--- config.mk ---
export PLATFORM = sky130hd
export DESIGN_NAME = mem_access_unit
export DESIGN_NICKNAME = d
export VERILOG_FILES = /design/src/rtl/mau_pkg.sv /design/src/rtl/mau_lane.sv /design/src/rtl/mem_access_unit.sv
export SDC_FILE = /design/constraint.sdc
export NUM_CORES = 1
export LEC_CHECK = 0
export ABC_AREA = 1
export CAP_MARGIN = 15
export CORE_MARGIN = 5
export CORE_UTILIZATION = 47
export CTS_BUF_LIST = sky130_fd_sc_hd__clkbuf_8
export DETAILED_ROUTE_END_ITERATION = 8
export HOLD_SLACK_MARGIN = 0.15
export PLACE_DENSITY = 0.85
export REMOVE_ABC_BUFFERS = 1
export SLEW_MARGIN = 10
export SYNTH_ARGS = -nofsm -noshare
export SYNTH_HDL_FRONTEND = slang
export SYNTH_SLANG_ARGS = --single-unit
--- constraint.sdc ---
create_clock -name clk -period 5.5 [get_ports clk]
set_input_delay 0.825 -clock clk [delete_from_list [all_inputs] [get_ports clk]]
set_output_delay 0.825 -clock clk [all_outputs]
set_load 0.03 [all_outputs]
--- src/rtl/mau_pkg.sv ---
// ============================================================================
// Module : mau_pkg
// Brief  : Shared op encodings, FSM states and op-decode helpers for the
//          memory access unit.
// Rev    : 1.0  initial release
// ============================================================================
`default_nettype none

package mau_pkg;

  localparam logic [2:0] OP_LW  = 3'd0;
  localparam logic [2:0] OP_LH  = 3'd1;
  localparam logic [2:0] OP_LHU = 3'd2;
  localparam logic [2:0] OP_LB  = 3'd3;
  localparam logic [2:0] OP_LBU = 3'd4;
  localparam logic [2:0] OP_SW  = 3'd5;
  localparam logic [2:0] OP_SH  = 3'd6;
  localparam logic [2:0] OP_SB  = 3'd7;

  typedef enum logic [2:0] {
    ST_IDLE   = 3'd0,
    ST_LOAD   = 3'd1,
    ST_WRITE  = 3'd2,
    ST_RMW_RD = 3'd3,
    ST_RMW_WR = 3'd4,
    ST_DONE   = 3'd5
  } state_t;

  typedef enum logic [1:0] {
    SZ_BYTE = 2'd0,
    SZ_HALF = 2'd1,
    SZ_WORD = 2'd2
  } size_t;

  function automatic logic is_load(input logic [2:0] op);
    return (op <= OP_LBU);
  endfunction

  function automatic logic is_store(input logic [2:0] op);
    return (op >= OP_SW);
  endfunction

  function automatic size_t op_size(input logic [2:0] op);
    case (op)
      OP_LW, OP_SW:          return SZ_WORD;
      OP_LH, OP_LHU, OP_SH:  return SZ_HALF;
      default:               return SZ_BYTE;
    endcase
  endfunction

endpackage

`default_nettype wire

--- src/rtl/mau_lane.sv ---
// ============================================================================
// Module : mau_lane
// Brief  : Combinational byte-lane logic: load extraction/extension and
//          sub-word store merge into an existing word.
// Rev    : 1.0  initial release
// ============================================================================
`default_nettype none

module mau_lane
  import mau_pkg::*;
(
  input  logic [31:0] rd_word,
  input  logic [1:0]  lane,
  input  size_t       size,
  input  logic        sext,
  input  logic [31:0] new_data,
  output logic [31:0] load_data,
  output logic [31:0] merged
);

  logic [7:0]  w_byte;
  logic [15:0] w_half;

  assign w_byte = rd_word[{lane, 3'b000} +: 8];
  assign w_half = lane[1] ? rd_word[31:16] : rd_word[15:0];

  always_comb begin
    load_data = rd_word;
    merged    = rd_word;
    case (size)
      SZ_BYTE: begin
        load_data                     = {{24{sext & w_byte[7]}}, w_byte};
        merged[{lane, 3'b000} +: 8]   = new_data[7:0];
      end
      SZ_HALF: begin
        load_data                     = {{16{sext & w_half[15]}}, w_half};
        merged[{lane[1], 4'b0000} +: 16] = new_data[15:0];
      end
      default: begin
        load_data = rd_word;
        merged    = new_data;
      end
    endcase
  end

endmodule

`default_nettype wire

--- src/rtl/mem_access_unit.sv ---
// ============================================================================
// Module : mem_access_unit
// Brief  : One-op-at-a-time load/store unit for a single-cycle-read word
//          memory; sub-word stores are done as read-modify-write.
// Rev    : 1.0  initial release
// ============================================================================
`default_nettype none

module mem_access_unit
  import mau_pkg::*;
#(
  parameter int ADDR_W      = 32,
  parameter bit CHECK_ALIGN = 1'b1
) (
  input  logic              clk,
  input  logic              reset,
  input  logic              req,
  input  logic [2:0]        op,
  input  logic [ADDR_W-1:0] addr,
  input  logic [31:0]       wdata,
  output logic              busy,
  output logic              done,
  output logic [31:0]       rdata,
  output logic              err,
  output logic [ADDR_W-1:0] dm_addr,
  output logic              dm_re,
  output logic              dm_we,
  output logic [31:0]       dm_wd,
  input  logic [31:0]       dm_rd
);

  state_t             r_state;
  state_t             w_next;
  logic [2:0]         r_op;
  logic [ADDR_W-1:0]  r_addr;
  logic [31:0]        r_wdata;
  logic [31:0]        r_merge;
  logic [31:0]        r_rdata;
  logic               r_busy;
  logic               r_done;
  logic               r_err;

  size_t              w_size_in;
  logic               w_misal;
  logic [1:0]         w_lowmask;
  logic               w_bad;
  logic [ADDR_W-1:0]  w_addr_in;
  logic               w_accept;
  logic [31:0]        w_load;
  logic [31:0]        w_merged;

  // Alignment decode on the incoming request
  always_comb begin
    w_size_in = op_size(op);
    w_misal   = 1'b0;
    w_lowmask = 2'b11;
    case (w_size_in)
      SZ_WORD: begin
        w_misal   = |addr[1:0];
        w_lowmask = 2'b00;
      end
      SZ_HALF: begin
        w_misal   = addr[0];
        w_lowmask = 2'b10;
      end
      default: ;
    endcase
  end

  assign w_bad     = CHECK_ALIGN && w_misal;
  // Without checking, the address is silently pulled down to natural alignment
  assign w_addr_in = CHECK_ALIGN ? addr : {addr[ADDR_W-1:2], addr[1:0] & w_lowmask};
  assign w_accept  = (r_state == ST_IDLE) && req;

  mau_lane u_lane (
    .rd_word   (dm_rd),
    .lane      (r_addr[1:0]),
    .size      (op_size(r_op)),
    .sext      ((r_op == OP_LH) || (r_op == OP_LB)),
    .new_data  (r_wdata),
    .load_data (w_load),
    .merged    (w_merged)
  );

  always_comb begin
    w_next = r_state;
    case (r_state)
      ST_IDLE: begin
        if (req) begin
          if (w_bad)            w_next = ST_DONE;
          else if (is_load(op)) w_next = ST_LOAD;
          else if (op == OP_SW) w_next = ST_WRITE;
          else                  w_next = ST_RMW_RD;
        end
      end
      ST_LOAD, ST_WRITE, ST_RMW_WR: w_next = ST_DONE;
      ST_RMW_RD:                    w_next = ST_RMW_WR;
      ST_DONE:                      w_next = ST_IDLE;
      default:                      w_next = ST_IDLE;
    endcase
  end

  always_ff @(posedge clk or posedge reset) begin
    if (reset) begin
      r_state <= ST_IDLE;
      r_op    <= 3'd0;
      r_addr  <= '0;
      r_wdata <= 32'd0;
      r_merge <= 32'd0;
      r_rdata <= 32'd0;
      r_busy  <= 1'b0;
      r_done  <= 1'b0;
      r_err   <= 1'b0;
    end else begin
      r_state <= w_next;
      r_busy  <= (w_next != ST_IDLE);
      r_done  <= (w_next == ST_DONE);
      if (w_accept) begin
        r_op    <= op;
        r_addr  <= w_addr_in;
        r_wdata <= wdata;
        r_err   <= w_bad;
      end
      if (r_state == ST_LOAD)   r_rdata <= w_load;
      if (r_state == ST_RMW_RD) r_merge <= dm_rd;
    end
  end

  // Merge uses the captured old word, so the memory read is not repeated
  logic [31:0] w_rmw_word;
  logic [31:0] w_rmw_unused;
  mau_lane u_merge (
    .rd_word   (r_merge),
    .lane      (r_addr[1:0]),
    .size      (op_size(r_op)),
    .sext      (1'b0),
    .new_data  (r_wdata),
    .load_data (w_rmw_unused),
    .merged    (w_rmw_word)
  );

  always_comb begin
    dm_re = 1'b0;
    dm_we = 1'b0;
    dm_wd = 32'd0;
    case (r_state)
      ST_LOAD, ST_RMW_RD: dm_re = 1'b1;
      ST_WRITE: begin
        dm_we = 1'b1;
        dm_wd = r_wdata;
      end
      ST_RMW_WR: begin
        dm_we = 1'b1;
        dm_wd = w_rmw_word;
      end
      default: ;
    endcase
  end

  assign dm_addr = {r_addr[ADDR_W-1:2], 2'b00};
  assign busy    = r_busy;
  assign done    = r_done;
  assign rdata   = r_rdata;
  assign err     = r_err;

endmodule

`default_nettype wire

Word-level counts from Yosys, hierarchy flattened --
Cells that the tools add are included.
Word-level totals: bits in writable memories 0, output and inout bits 101, ROM bits 0, memories 0, flip-flop bits (word level) 137, input port bits 102, logic and storage cells 67, bits in latches 0
Cells by class: div/mod/pow operators 0, order comparisons 1, multiplexer cells 16, shifts and indexed selects 5, reductions and logical operators 15, multiply operators 0, bitwise operators 2, equal/unequal tests 17, add/subtract/negate cells 2
Operators by type and width (number):
- case mux 32 bit (2 select lines) | 3
- bitwise mux 32 bit | 2
- variable shift 16 x 7 -> 32 bit (first input constant) | 1
- variable shift 8 x 7 -> 32 bit (first input constant) | 1
- indexed part select 16 x 7 -> 32 bit | 1
- indexed part select 32 x 6 -> 8 bit | 1
- indexed part select 8 x 7 -> 32 bit | 1
- equality test 3 bit (second input constant) | 6
- 2-to-1 mux 16 bit | 1
- equality test 3 x 2 -> 1 bit (second input constant) | 5
- negation 5 -> 7 bit | 2
- OR reduction 2 bit | 5
- equality test 3 x 1 -> 1 bit (second input constant) | 3
- zero test 3 bit | 3
- case mux 3 bit (3 select lines) | 1
- OR reduction 3 bit | 3
- case mux 2 bit (2 select lines) | 2
- 2-to-1 mux 3 bit | 2
- equality test 2 x 1 -> 1 bit (second input constant) | 2
- less-or-equal comparator 3 bit (second input constant) | 1
- 2-to-1 mux 1 bit | 3
- nonzero test 3 bit | 1
- bitwise AND 1 bit | 2
- equality test 2 bit (second input constant) | 1
- other kinds (5) | 5

Depth between registers and ports, before layout --
Gate-level depths: netlist of the first run.
depth in word-level cells 9, depth in mapped cells 13

By module --
A second synthesis of the first run with hierarchy kept.
Unflattened totals: cells, all modules 1579, area total of the unflattened synthesis 10033.4 um2
Modules (own cells, without submodules):
- mem_access_unit | area an instance 5916.9 um2, cells an instance 717, instances 1
- mau_lane (u_lane) | area an instance 2077.0 um2, cells an instance 428, instances 1
- mau_lane (u_merge) | area an instance 2039.5 um2, cells an instance 434, instances 1

Worst setup path before layout of the first run --
Ideal clock, no wire load.
path kind reg-to-output, from register r_addr[1], to output port dm_wd[16], path buffers 3, data arrival time 2.189 ns, cell stages (with the launch flop) 14, required time 4.675 ns, slack 2.486 ns, path through dfrtp_1 > buf_2 > inv_1 > buf_2 > ha_1 > buf_2 > inv_1 > nor2_1 > nand2_1 > a21oi_1 > nand2_1 > nand2_1 > nand2_1 > o21ai_0
Between the ends: longest elaborated chain between the ends 5, elaborated cells on any way between the ends 10
Ends and longest elaborated chain:
- start, declared | line mem_access_unit.sv:35 | logic [ADDR_W-1:0] r_addr;
- start signal, assigned | line mem_access_unit.sv:120 | r_addr <= w_addr_in;
- negation 5 -> 7 bit (on tied branches) | line mau_lane.sv:37, mau_lane.sv:33
- indexed part select 16 x 7 -> 32 bit (tied with other cells) | line mau_lane.sv:37 | merged[{lane[1], 4'b0000} +: 16] = new_data[15:0];
- bitwise mux 32 bit (on tied branches) | line mau_lane.sv:37, mau_lane.sv:33
- case mux 32 bit (2 select lines) (*) | line mau_lane.sv:30 | case (size)
- case mux 32 bit (2 select lines) (*) | line mem_access_unit.sv:146 | case (r_state)
- end, declared | line mem_access_unit.sv:28 | output logic [31:0] dm_wd,
Every way passes the cells marked *; elsewhere a longest branch is shown, timed or not.

Worst setup path after layout of the first run --
from register r_addr[0], to output port dm_wd[19]
Between the ends: longest elaborated chain between the ends 5, elaborated cells on any way between the ends 6
Ends and longest elaborated chain:
- negation 5 -> 7 bit (*) | line mau_lane.sv:33 | merged[{lane, 3'b000} +: 8] = new_data[7:0];
- indexed part select 8 x 7 -> 32 bit / variable shift 8 x 7 -> 32 bit (equally long branches) | line mau_lane.sv:33
- bitwise mux 32 bit (*) | line mau_lane.sv:33
- case mux 32 bit (2 select lines) (*) | line mau_lane.sv:30
- case mux 32 bit (2 select lines) (*) | line mem_access_unit.sv:146
Marked as above.

==> key figures, run 1 <==
Outcome
  – Outcome: complete, no violations

STA
  – Slew at the pin closest to its max-slew limit: 1.160 ns
  – Clk_skew: 0.01735 ns
  – TNS Setup: 0 ns
  – Max-slew violations: 0
  – Hold Vio Cnt, Final: 0
  – Fmax: 0.1997 GHz
  – Worst rel slew slack: 0.2257
  – Endpoints failing setup: 0
  – RSZ-0062 raised after global routing: no
  – Period utilization: 0.9107
  – Tmin final: 5.009 ns

Power and ir drop
  – P_leak: 5.250 nW
  – Clock power frac: 0.128
  – Cell Int Power: 3.466 mW
  – Sequential power share: 0.261
  – Comb pwr share: 0.611
  – VDD IR-drop max: 0.0003392 V
  – Sw frac: 0.5088
  – NetSw: 3.590 mW
  – Power density over cell area: 674.0 nW/um^2
  – Total power: 7.056 mW

Global routing
  – Initial antenna violation count: 1
  – Vias in the first global route: 8102
  – First-pass GRT wire length: 40.60 mm
  – Total global routing overflow: 0
  – Total track usage: 0.2514
  – Largest net degree at the start of global routing: 103

Critical path
  – Buf/Inv on CP: 3
  – Crit Path Max Fanout: 22
  – CP max-delay cell: dfrtp_1
  – Slowest stage delay, CP: 0.76 ns
  – Worst Setup SP: r_addr[0]$_DFFE_PP0P_
  – CP Class: reg -> out
  – Worst setup EP type: output pin
  – CP arrival: 4.18 ns
  – Required time of the critical path: 4.68 ns
  – Reg-to-Reg Start: r_addr[0]$_DFFE_PP0P_
  – Cell mode on critical path: nand2_1
  – R2r setup slk: 2.69 ns
  – Worst setup SP type: flop
  – Crit-path cells: clkinv_1, ha_1, inv_1, nor2_1, nand2_1, a21oi_1, nand2_1, nand2_1, nand2_1, o21ai_0, clkdlybuf4s50_1
  – Top delay family on crit path: buffers and inverters

Synthesis
  – Async S/R FF share, synth: 1.000
  – Yosys top cell area share: 0.4150
  – Main synth FF type: dfrtp_1
  – Most frequent cells after synthesis: nand2_1 (463), dfrtp_1 (137), o21ai_0 (135)
  – Count of different cell masters after synthesis: 29
  – Post-Synthesis Cells: 1228
  – Yosys reg bits: 137
  – Synth Area in Simple Gates: 0.3323
  – Top-count cell post-synth: nand2_1
  – Sequential share of the synthesized area: 0.4150
  – Synth area leaders: dfrtp_1 (41%), nand2_1 (21%), o21ai_0 (8.2%)
  – Mux cell area share after synthesis: 0.002423
  – Mapped cell area: 8262 sq um
  – Synth Area in Compound Gates: 0.1137
  – Syn avg cell area: 6.728 sq um
  – Yosys top cell by area: dfrtp_1
  – Post-synthesis xor/xnor area fraction: 0
  – Number of synthesized flops with an enable pin: 0
  – YS warnings: 0
  – Largest family of logic cells by synthesized area: simple AND/OR/NAND/NOR gates
  – Adder-cell share of the synthesized area: 0.01060

Final layout
  – Register area: 3430 sq um
  – Layout area overhead: 26.72%
  – N_diodes: 0
  – Fillers: 1611
  – Nets: 1468
  – Multi-input gate area: 3800 sq um
  – Layout cell share with drive strength beyond 1: 0.05539

Floorplanning
  – Core ar.: 17300 sq um
  – Io pins: 203
  – Die Ht: 142.6 microns
  – Die footprint: 20330 sq um
  – Std-Cell Rows: 48
  – Die X: 142.6 microns
  – Initial Util: 0.4776

Placement
  – Post-DP HPWL: 17.99 mm
  – Final RePlAce weighted congestion: 0.9351
  – Input/output buffers: 200

Job
  – Max cap viols: 0

Routing
  – Number of routed nets with antenna violations: 0
  – Via count: 8351
  – Post-Route WL: 25.71 mm
  – Drt drc: 0
  – DR WL/cell: 16.10 microns
  – First drt pass iteration count: 6
  – Initial drt markers: 928
  – Drt via density: 5.229

Worst hold path
  – Hold path start: r_addr[21]$_DFFE_PP0P_
  – Worst hold-check path type: reg -> reg

Clock tree
  – Cts bufs inserted: 17
  – CTS Sinks: 137
  – Worst-path clk slew: 0.08 ns
  – Worst-skew pair later-pin latency: 0.46 ns
  – Hold-fix buffers, CTS: 0
  – Post-CTS setup buffers: 0
  – CTS tree: built
  – Root Driver: clkbuf_8
  – Bufs on Longest Clock Path: 2
  – Post-cts resize count: 0
  – H-Tree Depth: 4
tightest hold or removal path, stage by stage, from the launching register on:
cell and delay, ns:
dfrtp_1 0.35, nand2_1 0.05, nand2_1 0.05
layout make-up:
type	instances	area share
multi-input cells	869	0.3630
clock buffers	17	0.02235
clock inverters	15	0.01829
inverters	128	0.04637
repair buffers	206	0.1955
flip-flops and latches	137	0.3276
well taps	225	0.02689
power by group through the flow:
stage          clock network [mW]  logic (mW)  registers, mW
2_1_floorplan                   0        2.31           2.24
3_3_place_gp                    0        4.19           1.83
3_5_place_dp                    0        4.28           1.84
4_1_cts                     0.910        4.31           1.83
5_1_grt                     0.955        4.75           1.90
6_report                    0.900        4.31           1.84
through the flow:
stage                     utilization  instance area (sq um)  setup WS [ns]  instances  hold slack (ns)
after detailed placement       0.5807                  10040          1.036       1565           0.4639
after CTS                      0.6053                  10470         0.5112       1597           0.4869
after global routing           0.6053                  10470         0.1624       1597           0.5088
after global placement         0.5807                  10040          1.208       1565           0.4615
final                          0.6053                  10470         0.4913       1597           0.4804
after floorplan                     -                   7709          1.007       1134           0.4641
routing by layer:
metal | vias up | GRT usage | routed length [microns]
met5 | - | 0 | 12
met4 | 2 | 0.1121 | 957
met3 | 78 | 0.08569 | 3063
met2 | 445 | 0.4016 | 11710
met1 | 3798 | 0.3092 | 9965
li1 | 4028 | - | -
kinds of logic after synthesis:
group,count (synthesis)
simple gates,672
compound gates,186
buf+inv,223
fa+ha+maj,7
flops,137
mux,2
other cells,1
sequential cells by signal, summed over array words and instances (netlist names):
signal,count
r_state,3
r_addr,32
err,1
done,1
r_merge,32
r_op,3
rdata,32
busy,1
r_wdata,32
cell usage in the layout (no fill, tap or decap), types with 2 or more instances in the layout:
| cell type | Yosys | final |
|---|---|---|
| a21oi_1 | 47 | 47 |
| buf_4 | 37 | 6 |
| bufinv_16 | 0 | 3 |
| clkbuf_8 | 0 | 17 |
| clkdlybuf4s50_1 | 0 | 200 |
| clkinv_1 | 3 | 2 |
| clkinv_4 | 0 | 3 |
| clkinvlp_4 | 0 | 5 |
| conb_1 | 1 | 2 |
| dfrtp_1 | 137 | 136 |
| ha_1 | 7 | 7 |
| inv_1 | 122 | 121 |
| inv_2 | 3 | 4 |
| inv_6 | 0 | 4 |
| mux2i_1 | 2 | 2 |
| nand2_1 | 463 | 463 |
| nand2_2 | 3 | 3 |
| nand3_1 | 59 | 59 |
| nand3_2 | 2 | 2 |
| nand4_1 | 11 | 11 |
| nor2_1 | 104 | 104 |
| nor3_1 | 3 | 3 |
| o21ai_0 | 135 | 135 |
| o21ai_1 | 2 | 2 |
| or2_2 | 23 | 23 |
worst paths after layout:
check	end	cells past startpoint
setup reg to reg	rdata[23]$_DFFE_PP0N_	6
min in group asynchronous	busy$_DFF_PP0_	2
hold reg to reg	r_addr[21]$_DFFE_PP0P_	2
setup / recovery	dm_wd[19]	11
hold / removal	r_addr[21]$_DFFE_PP0P_	2
max in group asynchronous	r_wdata[16]$_DFFE_PP0P_	3
Note: power is estimated with default switching activity, not from simulation.
==> inputs of run 2 (changes only) <==
- CORE_ASPECT_RATIO: default -> 0.9
==> key figures, run 2 (same netlist as run 1, synthesis figures left out) <==
Power and ir drop
  – Clock power frac: 0.127 (was 0.128)
  – Power density over cell area: 674.7 nW/um^2 (was 674.0 nW/um^2)
  – Sw frac: 0.5061 (was 0.5088)
  – Sequential power share: 0.259 (was 0.261)
  – VDD IR-drop max: 0.0003388 V (was 0.0003392 V)
  – P_leak: 5.275 nW (was 5.250 nW)
  – Total power: 7.081 mW (was 7.056 mW)
  – Comb pwr share: 0.614 (was 0.611)
  – NetSw: 3.584 mW (was 3.590 mW)
  – Cell Int Power: 3.497 mW (was 3.466 mW)

Critical path
  – Top delay family on crit path: buffers and inverters (unchanged)
  – CP arrival: 4.26 ns (was 4.18 ns)
  – Worst setup SP type: flop (unchanged)
  – R2r setup slk: 2.62 ns (was 2.69 ns)
  – Buf/Inv on CP: 3 (unchanged)
  – Required time of the critical path: 4.68 ns (about the same)
  – Cell mode on critical path: nand2_1 (unchanged)
  – CP Class: reg -> out (unchanged)
  – Crit Path Max Fanout: 22 (unchanged)
  – Crit-path cells: clkinv_1, ha_1, inv_1, nor2_1, nand2_1, a21oi_1, nand2_1, nand3_1, nand2_1, nand2_1, clkdlybuf4s50_1 (was clkinv_1, ha_1, inv_1, nor2_1, nand2_1, a21oi_1, nand2_1, nand2_1, nand2_1, o21ai_0, clkdlybuf4s50_1)
  – Worst setup EP type: output pin (unchanged)
  – Slowest stage delay, CP: 0.79 ns (was 0.76 ns)
  – CP max-delay cell: dfrtp_1 (unchanged)

STA
  – Clk_skew: 0.009356 ns (was 0.01735 ns)
  – Worst rel slew slack: 0.3048 (was 0.2257)
  – TNS Setup: 0 ns (unchanged)
  – Hold Vio Cnt, Final: 0 (unchanged)
  – Fmax: 0.1968 GHz (was 0.1997 GHz)
  – Tmin final: 5.081 ns (was 5.009 ns)
  – Period utilization: 0.9238 (was 0.9107)
  – RSZ-0062 raised after global routing: no (unchanged)
  – Final Hold Slack: 0.4849 ns (was 0.4804 ns)
  – Endpoints failing setup: 0 (unchanged)
  – Max-slew violations: 0 (unchanged)
  – Slew at the pin closest to its max-slew limit: 1.039 ns (was 1.160 ns)

Global routing
  – Initial antenna violation count: 0 (was 1)
  – Total global routing overflow: 0 (unchanged)
  – Vias in the first global route: 8131 (was 8102)
  – Largest net degree at the start of global routing: 103 (unchanged)
  – Total track usage: 0.2569 (was 0.2514)
  – First-pass GRT wire length: 41.19 mm (was 40.60 mm)

Placement
  – Final RePlAce weighted congestion: 0.9208 (was 0.9351)
  – Input/output buffers: 200 (unchanged)
  – Dpl cells: 1581 (was 1565)
  – Post-DP HPWL: 18.17 mm (was 17.99 mm)

Floorplanning
  – Core ar.: 17440 sq um (was 17300 sq um)
  – Die footprint: 20330 sq um (about the same)
  – Std-Cell Rows: 46 (was 48)
  – Die X: 149.8 microns (was 142.6 microns)
  – Die Ht: 135.8 microns (was 142.6 microns)
  – Initial Util: 0.4737 (was 0.4776)
  – Io pins: 203 (unchanged)

Routing
  – WL met3: 3.060 mm (was 3.063 mm)
  – Post-Route WL: 26.04 mm (was 25.71 mm)
  – Metal2 WL: 11.90 mm (was 11.71 mm)
  – Drt via density: 5.238 (was 5.229)
  – First drt pass iteration count: 6 (unchanged)
  – Top sig layer: met4 (was met5)
  – Number of routed nets with antenna violations: 0 (unchanged)
  – DR WL/cell: 16.15 microns (was 16.10 microns)
  – Initial drt markers: 779 (was 928)
  – Via count: 8449 (was 8351)
  – Wire length on met1: 10.32 mm (was 9.965 mm)
  – Drt drc: 0 (unchanged)

Job
  – Max cap viols: 0 (unchanged)

Final layout
  – Layout cell share with drive strength beyond 1: 0.05462 (was 0.05539)
  – Finished Layout Cells: 1613 (was 1597)
  – Final core utilization: 0.6017 (was 0.6053)
  – Multi-input gate area: 3800 sq um (unchanged)
  – Most frequent cells in the layout: nand2_1 (463), clkdlybuf4s50_1 (200), dfrtp_1 (136) (unchanged)
  – Layout area overhead: 27.02% (was 26.72%)
  – N_diodes: 0 (unchanged)
  – Fillers: 1575 (was 1611)
  – Register area: 3430 sq um (unchanged)
  – Commonest non-fill, non-tap cell in the layout: nand2_1 (unchanged)
  – Nets: 1469 (was 1468)

Clock tree
  – Worst-skew pair later-pin latency: 0.46 ns (about the same)
  – Post-CTS setup buffers: 0 (unchanged)
  – CTS tree: built (unchanged)
  – H-Tree Depth: 4 (unchanged)
  – Post-cts resize count: 0 (unchanged)
  – Cts bufs inserted: 17 (unchanged)
  – CTS Sinks: 137 (unchanged)
  – Root Driver: clkbuf_8 (unchanged)
  – Worst-path clk slew: 0.08 ns (about the same)
  – Hold-fix buffers, CTS: 0 (unchanged)
  – Bufs on Longest Clock Path: 2 (unchanged)

Worst hold path
  – Worst hold-check path type: reg -> reg (unchanged)

Outcome
  – Outcome: complete, no violations (unchanged)
==> run 2: cell count changes in the layout (fill, tap and decap cells not counted) <==
| cell | before | now |
|---|---|---|
| clkinv_4 | 3 | 2 |
| inv_6 | 4 | 2 |
| clkbuf_8 | 17 | 20 |
| clkinv_2 | 0 | 2 |
| inv_1 | 121 | 123 |
| inv_8 | 1 | 0 |
| clkinvlp_4 | 5 | 2 |
| buf_4 | 6 | 7 |
==> run 2: worst register-to-register path, cell delays in order (launching register included) <==
cell      delay, ns
dfrtp_1        0.79
clkinv_1       0.49
a21oi_1        0.24
o21ai_1        0.11
nand3_1        0.42
nand2_1        0.45
nor2_1         0.22
nor2_1         0.06
==> run 2: final timing paths <==
path                       depth (start not counted)                      to              startpoint
hold reg to reg                                    2  r_addr[20]$_DFFE_PP0P_  r_addr[20]$_DFFE_PP0P_
min in group asynchronous                          2  r_addr[11]$_DFFE_PP0P_                   reset
max in group asynchronous                          3  r_addr[19]$_DFFE_PP0P_                   reset
hold / removal                                     2  r_addr[20]$_DFFE_PP0P_  r_addr[20]$_DFFE_PP0P_
setup / recovery                                  11               dm_wd[21]   r_addr[0]$_DFFE_PP0P_
setup reg to reg                                   7   rdata[28]$_DFFE_PP0N_   r_addr[0]$_DFFE_PP0P_
==> run 2: cell type report <==
cell class | count | area share
clock buffer | 20 | 0.02623
clock inverter | 12 | 0.01419
inverter | 128 | 0.04626
multi-input combinational | 869 | 0.3621
sequential | 137 | 0.3268
tap | 240 | 0.02862
timing repair buffer | 207 | 0.1958
==> run 2: stage by stage <==
stage                     worst slack [ns]  instance area, sq um
after detailed placement             1.028                 10070
after CTS                           0.5097                 10490
final                               0.4189                 10490
after global routing                0.1908                 10490
after floorplan                      1.007                  7709
after global placement               1.128                 10070
==> run 2: power groups by stage <==
stage                     combinational [mW]  clock [mW]  sequential, mW
after floorplan                         2.31           0            2.24
after global placement                  4.19           0            1.82
after detailed placement                4.29           0            1.84
after CTS                               4.32       0.908            1.83
after global routing                    4.77       0.944            1.90
final                                   4.35       0.897            1.84
==> run 2: per-layer routing <==
metal,GRT usage,up-vias
li1,-,4022
met5,0,-
met3,0.08665,57
met4,0.09756,0
met2,0.4038,448
met1,0.3298,3922
==> inputs of run 3 (changes only) <==
- CTS_CLUSTER_SIZE: default -> 40
- REMOVE_ABC_BUFFERS: 1 -> default
==> key figures, run 3 (same netlist as run 1, synthesis figures left out) <==
Global routing
  – Total track usage: 0.2543 (was 0.2569)
  – Total global routing overflow: 0 (unchanged)
  – Largest net degree at the start of global routing: 108 (was 103)
  – Most used routing layer: met2 (unchanged)
  – M2 GR Usage: 0.3942 (was 0.4038)
  – Met1 Use GR: 0.3335 (was 0.3298)
  – First-pass GRT wire length: 40.97 mm (was 41.19 mm)
  – Initial antenna violation count: 0 (unchanged)
  – Met3 usage: 0.07628 (was 0.08665)
  – Vias in the first global route: 7917 (was 8131)

Clock tree
  – Hold-fix buffers, CTS: 0 (unchanged)
  – Post-CTS setup buffers: 0 (unchanged)
  – Worst-path clk slew: 0.08 ns (about the same)
  – CTS Sinks: 137 (unchanged)
  – H-Tree Depth: 4 (unchanged)
  – Cts bufs inserted: 17 (unchanged)
  – CTS tree: built (unchanged)
  – Bufs on Longest Clock Path: 2 (unchanged)
  – Post-cts resize count: 0 (unchanged)
  – Worst-skew pair later-pin latency: 0.46 ns (about the same)
  – Root Driver: clkbuf_8 (unchanged)

STA
  – Fmax: 0.2009 GHz (was 0.1968 GHz)
  – TNS Setup: 0 ns (unchanged)
  – Hold Vio Cnt, Final: 0 (unchanged)
  – Endpoints failing setup: 0 (unchanged)
  – RSZ-0062 raised after global routing: no (unchanged)
  – Max-slew violations: 0 (unchanged)
  – Post-route setup slack: 0.5221 ns (was 0.4189 ns)
  – Worst rel slew slack: 0.2198 (was 0.3048)
  – Clk_skew: 0.01146 ns (was 0.009356 ns)
  – Period utilization: 0.9051 (was 0.9238)
  – Tmin final: 4.978 ns (was 5.081 ns)
  – Slew at the pin closest to its max-slew limit: 1.167 ns (was 1.039 ns)
  – Final Hold Slack: 0.4824 ns (was 0.4849 ns)

Routing
  – Via count: 8268 (was 8449)
  – Initial drt markers: 975 (was 779)
  – DR WL/cell: 15.75 microns (was 16.15 microns)
  – Post-Route WL: 25.36 mm (was 26.04 mm)
  – Drt via density: 5.135 (was 5.238)
  – First drt pass iteration count: 7 (was 6)
  – Number of routed nets with antenna violations: 0 (unchanged)
  – Drt drc: 0 (unchanged)

Placement
  – Final RePlAce weighted congestion: 0.9958 (was 0.9208)
  – Post-place setup slack: 1.066 ns (was 1.028 ns)
  – Input/output buffers: 200 (unchanged)
  – Post-DP HPWL: 18.38 mm (was 18.17 mm)

Final layout
  – Register area: 3428 sq um (was 3430 sq um)
  – Commonest non-fill, non-tap cell in the layout: nand2_1 (unchanged)
  – Final core utilization: 0.5974 (was 0.6017)
  – Nets: 1466 (was 1469)
  – Fillers: 1619 (was 1575)
  – Most frequent cells in the layout: nand2_1 (463), clkdlybuf4s50_1 (200), dfrtp_1 (137) (was nand2_1 (463), clkdlybuf4s50_1 (200), dfrtp_1 (136))
  – N_diodes: 0 (unchanged)
  – Multi-input gate area: 3800 sq um (unchanged)
  – Layout cell share with drive strength beyond 1: 0.05255 (was 0.05462)
  – Layout area overhead: 26.11% (was 27.02%)

Critical path
  – Required time of the critical path: 4.68 ns (about the same)
  – CP arrival: 4.15 ns (was 4.26 ns)
  – Worst setup EP type: output pin (unchanged)
  – Worst Setup SP: r_addr[0]$_DFFE_PP0P_ (unchanged)
  – Worst setup SP type: flop (unchanged)
  – Crit Path Max Fanout: 22 (unchanged)
  – Reg-to-Reg Start: r_state[2]$_DFF_PP0_ (was r_addr[0]$_DFFE_PP0P_)
  – CP Class: reg -> out (unchanged)

Worst hold path
  – Hold path start: r_addr[9]$_DFFE_PP0P_ (was r_addr[20]$_DFFE_PP0P_)
  – Worst hold-check path type: reg -> reg (unchanged)

Floorplanning
  – Die footprint: 20330 sq um (unchanged)
  – Core ar.: 17440 sq um (unchanged)
  – Die Ht: 135.8 microns (unchanged)
  – Initial Util: 0.4737 (unchanged)
  – Std-Cell Rows: 46 (unchanged)
  – Die X: 149.8 microns (unchanged)
  – Io pins: 203 (unchanged)

Power and ir drop
  – VDD IR-drop max: 0.0003560 V (was 0.0003388 V)
  – Power density over cell area: 666.9 nW/um^2 (was 674.7 nW/um^2)
  – P_leak: 5.229 nW (was 5.275 nW)

Job
  – Max cap viols: 0 (unchanged)

Outcome
  – Outcome: complete, no violations (unchanged)
-- run 3: changes by cell type in the layout (fill, tap and decap cells not counted), sizes merged --
cell	change
buf	-3
clkinvlp	+2
clkbuf	-2
clkinv	+1
inv	+1
bufinv	-2
-- run 3: layer usage --
| layer | up-vias | routed length (microns) | share of wire |
|---|---|---|---|
| met3 | 77 | 3022 | 0.12 |
| met5 | - | 0 | 0 |
| li1 | 4028 | - | - |
| met2 | 463 | 11360 | 0.45 |
| met1 | 3700 | 9877 | 0.39 |
| met4 | 0 | 1109 | 0.044 |
-- run 3: layout make-up --
| type | instances | share of cell area |
|---|---|---|
| well taps | 240 | 0.02882 |
| multi-input cells | 869 | 0.3647 |
| clock inverters | 14 | 0.01201 |
| flip-flops and latches | 137 | 0.3291 |
| inverters | 128 | 0.04660 |
| repair buffers | 204 | 0.1950 |
| clock buffers | 18 | 0.02378 |
-- run 3: where the power goes --
group	leakage [nW]	internal, mW	switching [mW]
Clock	0.185	0.371	0.430
Sequential	1.64	1.49	0.364
Combinational	3.40	1.51	2.78
Total	5.23	3.37	3.58
-- run 3: worst max-delay path, cell delays in order, from the launching register on --
cell             delay (ns)
dfrtp_1                0.78
clkinv_1               0.50
ha_1                   0.61
inv_1                  0.10
nor2_1                 0.44
nand2_1                0.11
a21oi_1                0.14
nand2_1                0.07
nand2_1                0.08
nand2_1                0.04
o21ai_0                0.11
clkdlybuf4s50_1        0.72
-- run 3: stage by stage --
step                power (mW)  area [sq um]  instances
finish                   6.948         10420       1610
global route             7.518         10420       1610
floorplan                4.877          8265       1229
detailed placement       6.129         10050       1578
CTS                      6.947         10420       1610
global placement         6.026         10050       1578
-- run 3: path summary, 6_finish.rpt --
kind	endpoint	slack [ns]	depth (start not counted)
worst max-delay path	dm_wd[19]	0.52	11
worst min-delay path	r_addr[9]$_DFFE_PP0P_	0.48	2
worst max register to register	rdata[25]$_DFFE_PP0N_	2.57	6
worst min register to register	r_addr[9]$_DFFE_PP0P_	0.48	2
max in group asynchronous	r_wdata[23]$_DFFE_PP0P_	3.57	3
min in group asynchronous	r_addr[15]$_DFFE_PP0P_	0.90	2
